$ cat src/rtl/ysyx_2022040010_mem_arbiter.sv
// ysyx_2022040010_mem_arbiter
// Shares the core's single memory-bus port between the instruction-fetch
// side (I) and the data side (D). One transaction is outstanding at a time:
// the winner's fields are latched onto the bus, held until the bridge's
// refresh pulse, then the read data and a one-cycle done pulse are returned
// to the owner.
//
// Build option: define YSYX_2022040010_ARB_RR_EN for round-robin arbitration
// between the two sides. Without it the D-side wins every conflict.
module ysyx_2022040010_mem_arbiter (
    input  logic        clk,
    input  logic        rst,

    input  logic        if_req,
    input  logic [63:0] if_addr,
    output logic        if_done,
    output logic [63:0] if_rdata,

    input  logic        d_req,
    input  logic        d_we,
    input  logic        d_uncache,
    input  logic [63:0] d_addr,
    input  logic [63:0] d_wdata,
    input  logic [7:0]  d_wsel,
    output logic        d_done,
    output logic [63:0] d_rdata,

    output logic        bus_e,
    output logic        bus_we,
    output logic        bus_uncache,
    output logic [63:0] bus_addr,
    output logic [63:0] bus_wdata,
    output logic [7:0]  bus_wsel,
    input  logic        refresh,
    input  logic [63:0] bus_rdata,

    output logic        busy
);

    typedef enum logic [1:0] {
        IDLE = 2'd0,
        BUSY = 2'd1,
        RESP = 2'd2
    } state_t;

    state_t      state_q;
    logic        owner_q;        // 0 = I-side owns the bus, 1 = D-side
    logic        bus_e_q;
    logic        bus_we_q;
    logic        bus_uncache_q;
    logic [63:0] bus_addr_q;
    logic [63:0] bus_wdata_q;
    logic [7:0]  bus_wsel_q;
    logic        if_done_q;
    logic        d_done_q;
    logic [63:0] if_rdata_q;
    logic [63:0] d_rdata_q;
    logic        win_dside;      // arbitration result, meaningful only in IDLE

`ifdef YSYX_2022040010_ARB_RR_EN
    logic        last_q;         // owner of the previous grant, 0 = I-side

    // On a conflict hand the bus to the side that did not have it last time.
    always_comb begin
        win_dside = d_req;
        if (if_req && d_req) begin
            win_dside = ~last_q;
        end
    end
`else
    // Fixed priority: any D-side request beats the I-side.
    assign win_dside = d_req;
`endif

    // Arbiter FSM: grant in IDLE, hold the bus in BUSY, pulse done in RESP.
    always_ff @(posedge clk or negedge rst) begin
        if (!rst) begin
            state_q       <= IDLE;
            owner_q       <= 1'b0;
            bus_e_q       <= 1'b0;
            bus_we_q      <= 1'b0;
            bus_uncache_q <= 1'b0;
            bus_addr_q    <= 64'd0;
            bus_wdata_q   <= 64'd0;
            bus_wsel_q    <= 8'd0;
            if_done_q     <= 1'b0;
            d_done_q      <= 1'b0;
            if_rdata_q    <= 64'd0;
            d_rdata_q     <= 64'd0;
`ifdef YSYX_2022040010_ARB_RR_EN
            last_q        <= 1'b0;
`endif
        end else begin
            case (state_q)
                IDLE: begin
                    if_done_q <= 1'b0;
                    d_done_q  <= 1'b0;
                    if (if_req || d_req) begin
                        owner_q <= win_dside;
                        bus_e_q <= 1'b1;
                        state_q <= BUSY;
`ifdef YSYX_2022040010_ARB_RR_EN
                        last_q  <= win_dside;
`endif
                        if (win_dside) begin
                            bus_we_q      <= d_we;
                            bus_uncache_q <= d_uncache;
                            bus_addr_q    <= d_addr;
                            bus_wdata_q   <= d_wdata;
                            bus_wsel_q    <= d_wsel;
                        end else begin
                            // Instruction fetch is always a full-width cached read.
                            bus_we_q      <= 1'b0;
                            bus_uncache_q <= 1'b0;
                            bus_addr_q    <= if_addr;
                            bus_wdata_q   <= 64'd0;
                            bus_wsel_q    <= 8'hFF;
                        end
                    end else begin
                        bus_e_q       <= 1'b0;
                        bus_we_q      <= 1'b0;
                        bus_uncache_q <= 1'b0;
                        bus_addr_q    <= 64'd0;
                        bus_wdata_q   <= 64'd0;
                        bus_wsel_q    <= 8'd0;
                    end
                end
                BUSY: begin
                    // Requester inputs are deliberately ignored here so a
                    // request dropped mid-flight still runs to completion.
                    if (refresh) begin
                        bus_e_q <= 1'b0;
                        state_q <= RESP;
                        if (owner_q) begin
                            d_rdata_q <= bus_rdata;
                            d_done_q  <= 1'b1;
                        end else begin
                            if_rdata_q <= bus_rdata;
                            if_done_q  <= 1'b1;
                        end
                    end
                end
                RESP: begin
                    if_done_q <= 1'b0;
                    d_done_q  <= 1'b0;
                    state_q   <= IDLE;
                end
                default: begin
                    state_q <= IDLE;
                end
            endcase
        end
    end

    assign bus_e       = bus_e_q;
    assign bus_we      = bus_we_q;
    assign bus_uncache = bus_uncache_q;
    assign bus_addr    = bus_addr_q;
    assign bus_wdata   = bus_wdata_q;
    assign bus_wsel    = bus_wsel_q;
    assign if_done     = if_done_q;
    assign d_done      = d_done_q;
    assign if_rdata    = if_rdata_q;
    assign d_rdata     = d_rdata_q;
    assign busy        = (state_q != IDLE);

endmodule

$ cat config.mk
export PLATFORM = sky130hd
export DESIGN_NAME = ysyx_2022040010_mem_arbiter
export DESIGN_NICKNAME = d
export VERILOG_FILES = /design/src/rtl/ysyx_2022040010_mem_arbiter.sv
export SDC_FILE = /design/constraint.sdc
export NUM_CORES = 1
export LEC_CHECK = 0
export ABC_AREA = 1
export CAP_MARGIN = 20
export CELL_PAD_IN_SITES_DETAIL_PLACEMENT = 0
export CELL_PAD_IN_SITES_GLOBAL_PLACEMENT = 1
export CORE_AREA = 2 2 211 213
export CTS_CLUSTER_SIZE = 12
export DETAILED_ROUTE_END_ITERATION = 10
export DIE_AREA = 0 0 213 215
export MAX_ROUTING_LAYER = met4
export PLACE_DENSITY_LB_ADDON = 0.1
export REMOVE_ABC_BUFFERS = 1
export SYNTH_ARGS = -nofsm -noshare
export SYNTH_HDL_FRONTEND = slang
export SYNTH_SLANG_ARGS = --single-unit
$ cat constraint.sdc
create_clock -name clk -period 3.2 [get_ports clk]
set_input_delay 0.64 -clock clk [delete_from_list [all_inputs] [get_ports clk]]
set_output_delay 0.64 -clock clk [all_outputs]
set_load 0.02 [all_outputs]
# After elaboration in Yosys (flattened, before gate mapping)
# Cells that the tools add are included.
[word_totals]
input_bits = 271
wordCells = 54
ff_bits = 272
output_inout_bits = 270
[op_classes]
n_bitwise = 1
mux = 22
reduce_logical = 13
eq_ne = 6
[ops]
columns = ["op", "n"]
rows = [
  ["64-bit two-way mux", 4],
  ["8-bit two-way mux", 2],
  ["3-bit AND reduction", 4],
  ["1-bit two-way mux", 10],
  ["2-bit != test, second input constant", 4],
  ["1-bit one-hot mux with 2 select lines", 3],
  ["2-bit AND reduction", 3],
  ["2-bit nonzero test", 3],
  ["2-bit two-way mux", 2],
  ["2-bit one-hot mux with 2 select lines", 1],
  ["2-bit by 1-bit equality test with 1-bit output, second input constant", 1],
  ["2-bit equality test, second input constant", 1],
  ["2-bit logical NOT", 1],
  ["2-bit OR reduction", 1],
  ["1-bit logical OR", 1],
  ["1-bit inverter", 1],
]

# Longest topological paths before layout
[logic_depth]
depth_word = 4
mapped_depth = 8
ltp_nobuf = 6

# Worst setup path after synthesis
# No wires, ideal clock.
[synth_timing]
path_kind = "register to output"
startpoint = "register state_q[1]"
endpoint = "output port busy"
path_slack_ps = 1634
required_ps = 2560
arrival_time_ps = 926
n_path_buf = 2
stages_incl_launch_ff = 5
cell_sequence = "dfrtp_1 inv_1 nand2_1 buf_4 buf_4"
[synth_between]
elab_chain_len = 1
[synth_rtl]
columns = ["element", "line_no", "rtl"]
rows = [
  ["start, declared", "46", "state_t state_q;"],
  ["start signal, assigned", "78", "state_q <= IDLE;"],
  ["start signal, assigned", "101", "state_q <= BUSY;"],
  ["start signal, assigned", "133", "state_q <= RESP;"],
  ["2-bit nonzero test", "165", "assign busy = (state_q != IDLE);"],
  ["end, declared", "37", "output logic busy"],
]
# No other way between the ends.

# Final worst setup path
[layout_timing]
startpoint = "register state_q[0]"
endpoint = "output port busy"
# Same word-level chain as after synthesis.

==> implementation parameters <==
Parameter                              Value

CTS
  Count of H-tree levels built during CTS ... 2
  Maximum buffer depth of the clock tree ... 3
  Buffer type at the clock tree root ... sky130_fd_sc_hd__clkbuf_16
  Number of buffers inserted for hold repair after clock tree synthesis ... 0
  Insertion delay of the later-clocked pin in the worst-skew pair ... approximately 520 ps
  Sink Count ... ~270
  Number of buffers inserted by post-CTS setup repair ... 0
  Clock slew at the register clock pins of the worst setup and hold paths ... around 60 ps
  TritonCTS clock tree ... done
  Number of buffers added by the clock tree synthesis step ... 35
  Cells resized by post-CTS repair ... 0

Critical path
  Cells traversed along the worst timing path ... inv_2 -> nand2_4 -> clkdlybuf4s50_1
  Startpoint type of the worst setup path ... register
  Critical Path Slowest Stage Cell ... sky130_fd_sc_hd__clkdlybuf4s50_1
  Worst setup path class ... register to output pin
  Crit-path max FO ... 6
  Sort of element at the end of the critical path ... output pin
  Required time at the worst-slack endpoint ... ~2600 ps
  Maximum single-stage delay on the critical path ... around 760 ps
  Dominant delay contributor by cell family on the critical path ... buffers and inverters
  Arrival @ worst endpoint ... just under 2000 ps
  Sum of buffers and inverters on the critical path ... 2

Yosys
  Top area cells in the synthesized netlist ... sky130_fd_sc_hd__dfrtp_1 61%, sky130_fd_sc_hd__nand2_1 18%, sky130_fd_sc_hd__nand3_1 14%
  Unique masters post-synth ... 19
  Synthesized flop and latch total ... between 200 and 300
  Synthesized area divided by synthesized cell count ... roughly 8.9 um^2
  Post-synthesis cell type with the largest combined area ... sky130_fd_sc_hd__dfrtp_1
  Cell count after synthesis ... 1255
  Share of the synthesized area in the top cell type ... roughly three fifths
  Yosys synthesis warning count ... 0
  Post-synthesis sequential area ratio ... roughly three fifths
  Synth Cell Area ... 11200 um^2

Layout
  Finished layout cell area ... between 15000 and 20000 um^2
  Total Nets Final ... approximately 2000
  Relative area change from synthesis to final layout ... 62.0%
  # fillers ... 4372
  Area of all sequential standard cells ... between 6000 and 7000 um^2
  Area of the multi-input gates ... 3780 um^2
  Share of cells above drive strength 1 ... 4.33%
  Layout Utilization ... roughly two fifths

Power and ir drop
  Switching power total ... 0.00785 W
  Switching fraction of total power ... roughly two fifths
  Reported leakage power ... 8.45 nW
  Power density cells ... ~1100 nW/um^2
  Proportion of power drawn by the clock network ... between 20 and 25%
  Proportion of power drawn by combinational gates ... between 40% and 50%
  Maximum vdd ir drop ... approximately 0.58 mV
  Part of the total power dissipated in sequential elements ... just over 30%
  Power Internal ... between 0.01 and 0.015 W

Placed design
  Buffers on Ports ... 540
  Half-perimeter wire length after placement ... about 33 mm
  Post-placement worst setup slack ... ~810 ps
  Weighted congestion at the end of routability-driven global placement ... 0.779
  Post-detailed-placement cell area ... between 15000 and 20000 um^2

STA
  Max-Slew Margin vs Limit ... about 46%
  Period utilization ... around four fifths
  Number of hold violations in the final report ... 0
  Setup clock skew after layout ... around 5.7 ps
  Max Transition Viols Final ... 0
  Pin slew with the least headroom to its limit ... 813 ps
  Sum Neg Setup Slack ... 0 ps
  Minimum clock period after layout ... roughly 2600 ps
  Upper clock frequency limit ... around 380 MHz
  Final worst slack ... around 600 ps
  # setup viols final ... 0
  RSZ-0062 raised after global routing ... no

Routing
  Via/cell ratio ... 4.47
  Initial DRC count ... between 600 and 700
  Total detailed-routing wirelength ... 48.0 mm
  Remaining antenna violation count after routing ... 0
  Routed via count ... around 11000
  Remaining routing DRC violations ... 0
  Routed len/inst ... 20.1 um
  Total iterations of the first detailed-routing run ... 7

Run status
  Result of the run ... completed

Floorplan
  Die Outline Area ... about 46000 um^2
  Count of standard-cell rows ... 77
  Die Wd ... 213 um
  Io pins ... ~540
  Effective utilization at floorplan ... about a quarter
  Core footprint ... ~44000 um^2
  Die span in y ... between 200 and 250 um

Global routing
  Initial antenna violation count ... 13
  GRT Residual Overflow ... 0
  Wire length of the first global-routing pass ... a little over 70 mm
  GRT Total Usage ... between 20% and 30%
  Number of global-route vias before repair ... roughly 11000
  Largest net degree at the start of global routing ... 140

Worst hold path
  Class of the most critical hold timing path ... input pin to asynchronous set/reset pin

Job
  Max-cap violation count ... 0
==> layout make-up <==
cell class | count | share of cell area (%)
well taps | 592 | 4.08
inverters | 6 | 0.124
multi-input cells | 885 | 20.8
flip-flops and latches | 272 | 37.5
repair buffers | 557 | 31.2
clock buffers | 51 | 5.66
diodes | 13 | 0.179
clock inverters | 7 | 0.482
==> kinds of logic after synthesis <==
group,share of synthesized area (%)
buffers and inverters,5.71
AND/OR/NAND/NOR,33.2
AO/OA/AOI/OAI,0.446
flip-flops,60.7
==> sequential cells by signal, summed over array words and instances, names as in the netlist, 2 cells and up <==
register   cells
bus_addr      64
bus_wdata     64
bus_wsel       8
d_rdata       64
if_rdata      64
state_q        2
==> synthesized netlist by cell type (all sizes together) <==
master and number:
inv 5, clkbuf 9, o21ai 10, nand3 322
buf 83, nor2 14, dfrtp 272, nand2 538
clkinv 1, nand4 1
==> stage by stage <==
| step | hold WS (ps) | std cells | total power [W] |
|---|---|---|---|
| floorplan | 344 | 1163 | 0.0102 |
| global placement | 453 | 2312 | 0.0154 |
| detailed placement | 457 | 2312 | 0.0154 |
| CTS | 54.8 | 2370 | 0.0195 |
| global route | 63.5 | 2383 | 0.0204 |
| finish | 43.4 | 2383 | 0.0191 |
==> worst paths after layout <==
path	start	endpoint	slack [ps]	cells past startpoint
min in group clk	d_rdata[13]	d_rdata[13]	470	2
max in group asynchronous	rst	bus_wdata[56]	2390	2
worst max-delay path	state_q[0]	busy	600	3
worst min-delay path	rst	d_rdata[12]	40	1
worst max register to register	state_q[1]	if_rdata[6]	1450	6
worst min register to register	d_rdata[13]	d_rdata[13]	470	2
==> placed cells by master, fill, tap and decap left out <==
master,n
sky130_fd_sc_hd__clkdlybuf4s50_1,538
sky130_fd_sc_hd__nand2_1,535
sky130_fd_sc_hd__nand3_1,322
sky130_fd_sc_hd__dfrtp_1,272
sky130_fd_sc_hd__clkbuf_16,37
sky130_fd_sc_hd__diode_2,13
sky130_fd_sc_hd__buf_12,11
sky130_fd_sc_hd__nor2_1,10
sky130_fd_sc_hd__o21ai_0,10
sky130_fd_sc_hd__clkbuf_1,9
sky130_fd_sc_hd__buf_4,7
sky130_fd_sc_hd__clkbuf_8,5
sky130_fd_sc_hd__nor2_4,4
sky130_fd_sc_hd__clkinv_2,4
sky130_fd_sc_hd__inv_1,3
sky130_fd_sc_hd__inv_2,2
sky130_fd_sc_hd__nand2_2,2
sky130_fd_sc_hd__bufinv_16,2
sky130_fd_sc_hd__nand2_4,1
sky130_fd_sc_hd__clkinv_1,1
sky130_fd_sc_hd__nand4_1,1
sky130_fd_sc_hd__clkinvlp_4,1
sky130_fd_sc_hd__buf_8,1
==> power by group through the flow <==
stage	sequential (W)	combinational (W)	clock, W
2_1_floorplan	0.00784	0.00240	0
3_3_place_gp	0.00592	0.00948	0
3_5_place_dp	0.00595	0.00950	0
4_1_cts	0.00593	0.00952	0.00404
5_1_grt	0.00612	0.0101	0.00417
6_report	0.00592	0.00934	0.00389
==> routing by layer <==
layer  up-vias  track usage [%]  wire length (um)
li1       5093                -                 -
met1      5097             24.4             19100
met2       390             33.2             22800
met3        64             8.88              5080
met4         0             6.81              1040
met5         -                -                 0
==> worst register-to-register path, stage by stage (launching register included) <==
cell and delay (ps):
sky130_fd_sc_hd__dfrtp_1 410, sky130_fd_sc_hd__inv_1 160, sky130_fd_sc_hd__nand2_2 120, sky130_fd_sc_hd__inv_2 90
sky130_fd_sc_hd__buf_4 610, sky130_fd_sc_hd__nand3_1 190, sky130_fd_sc_hd__nand2_1 110
Note: power is estimated with default switching activity, not from simulation.
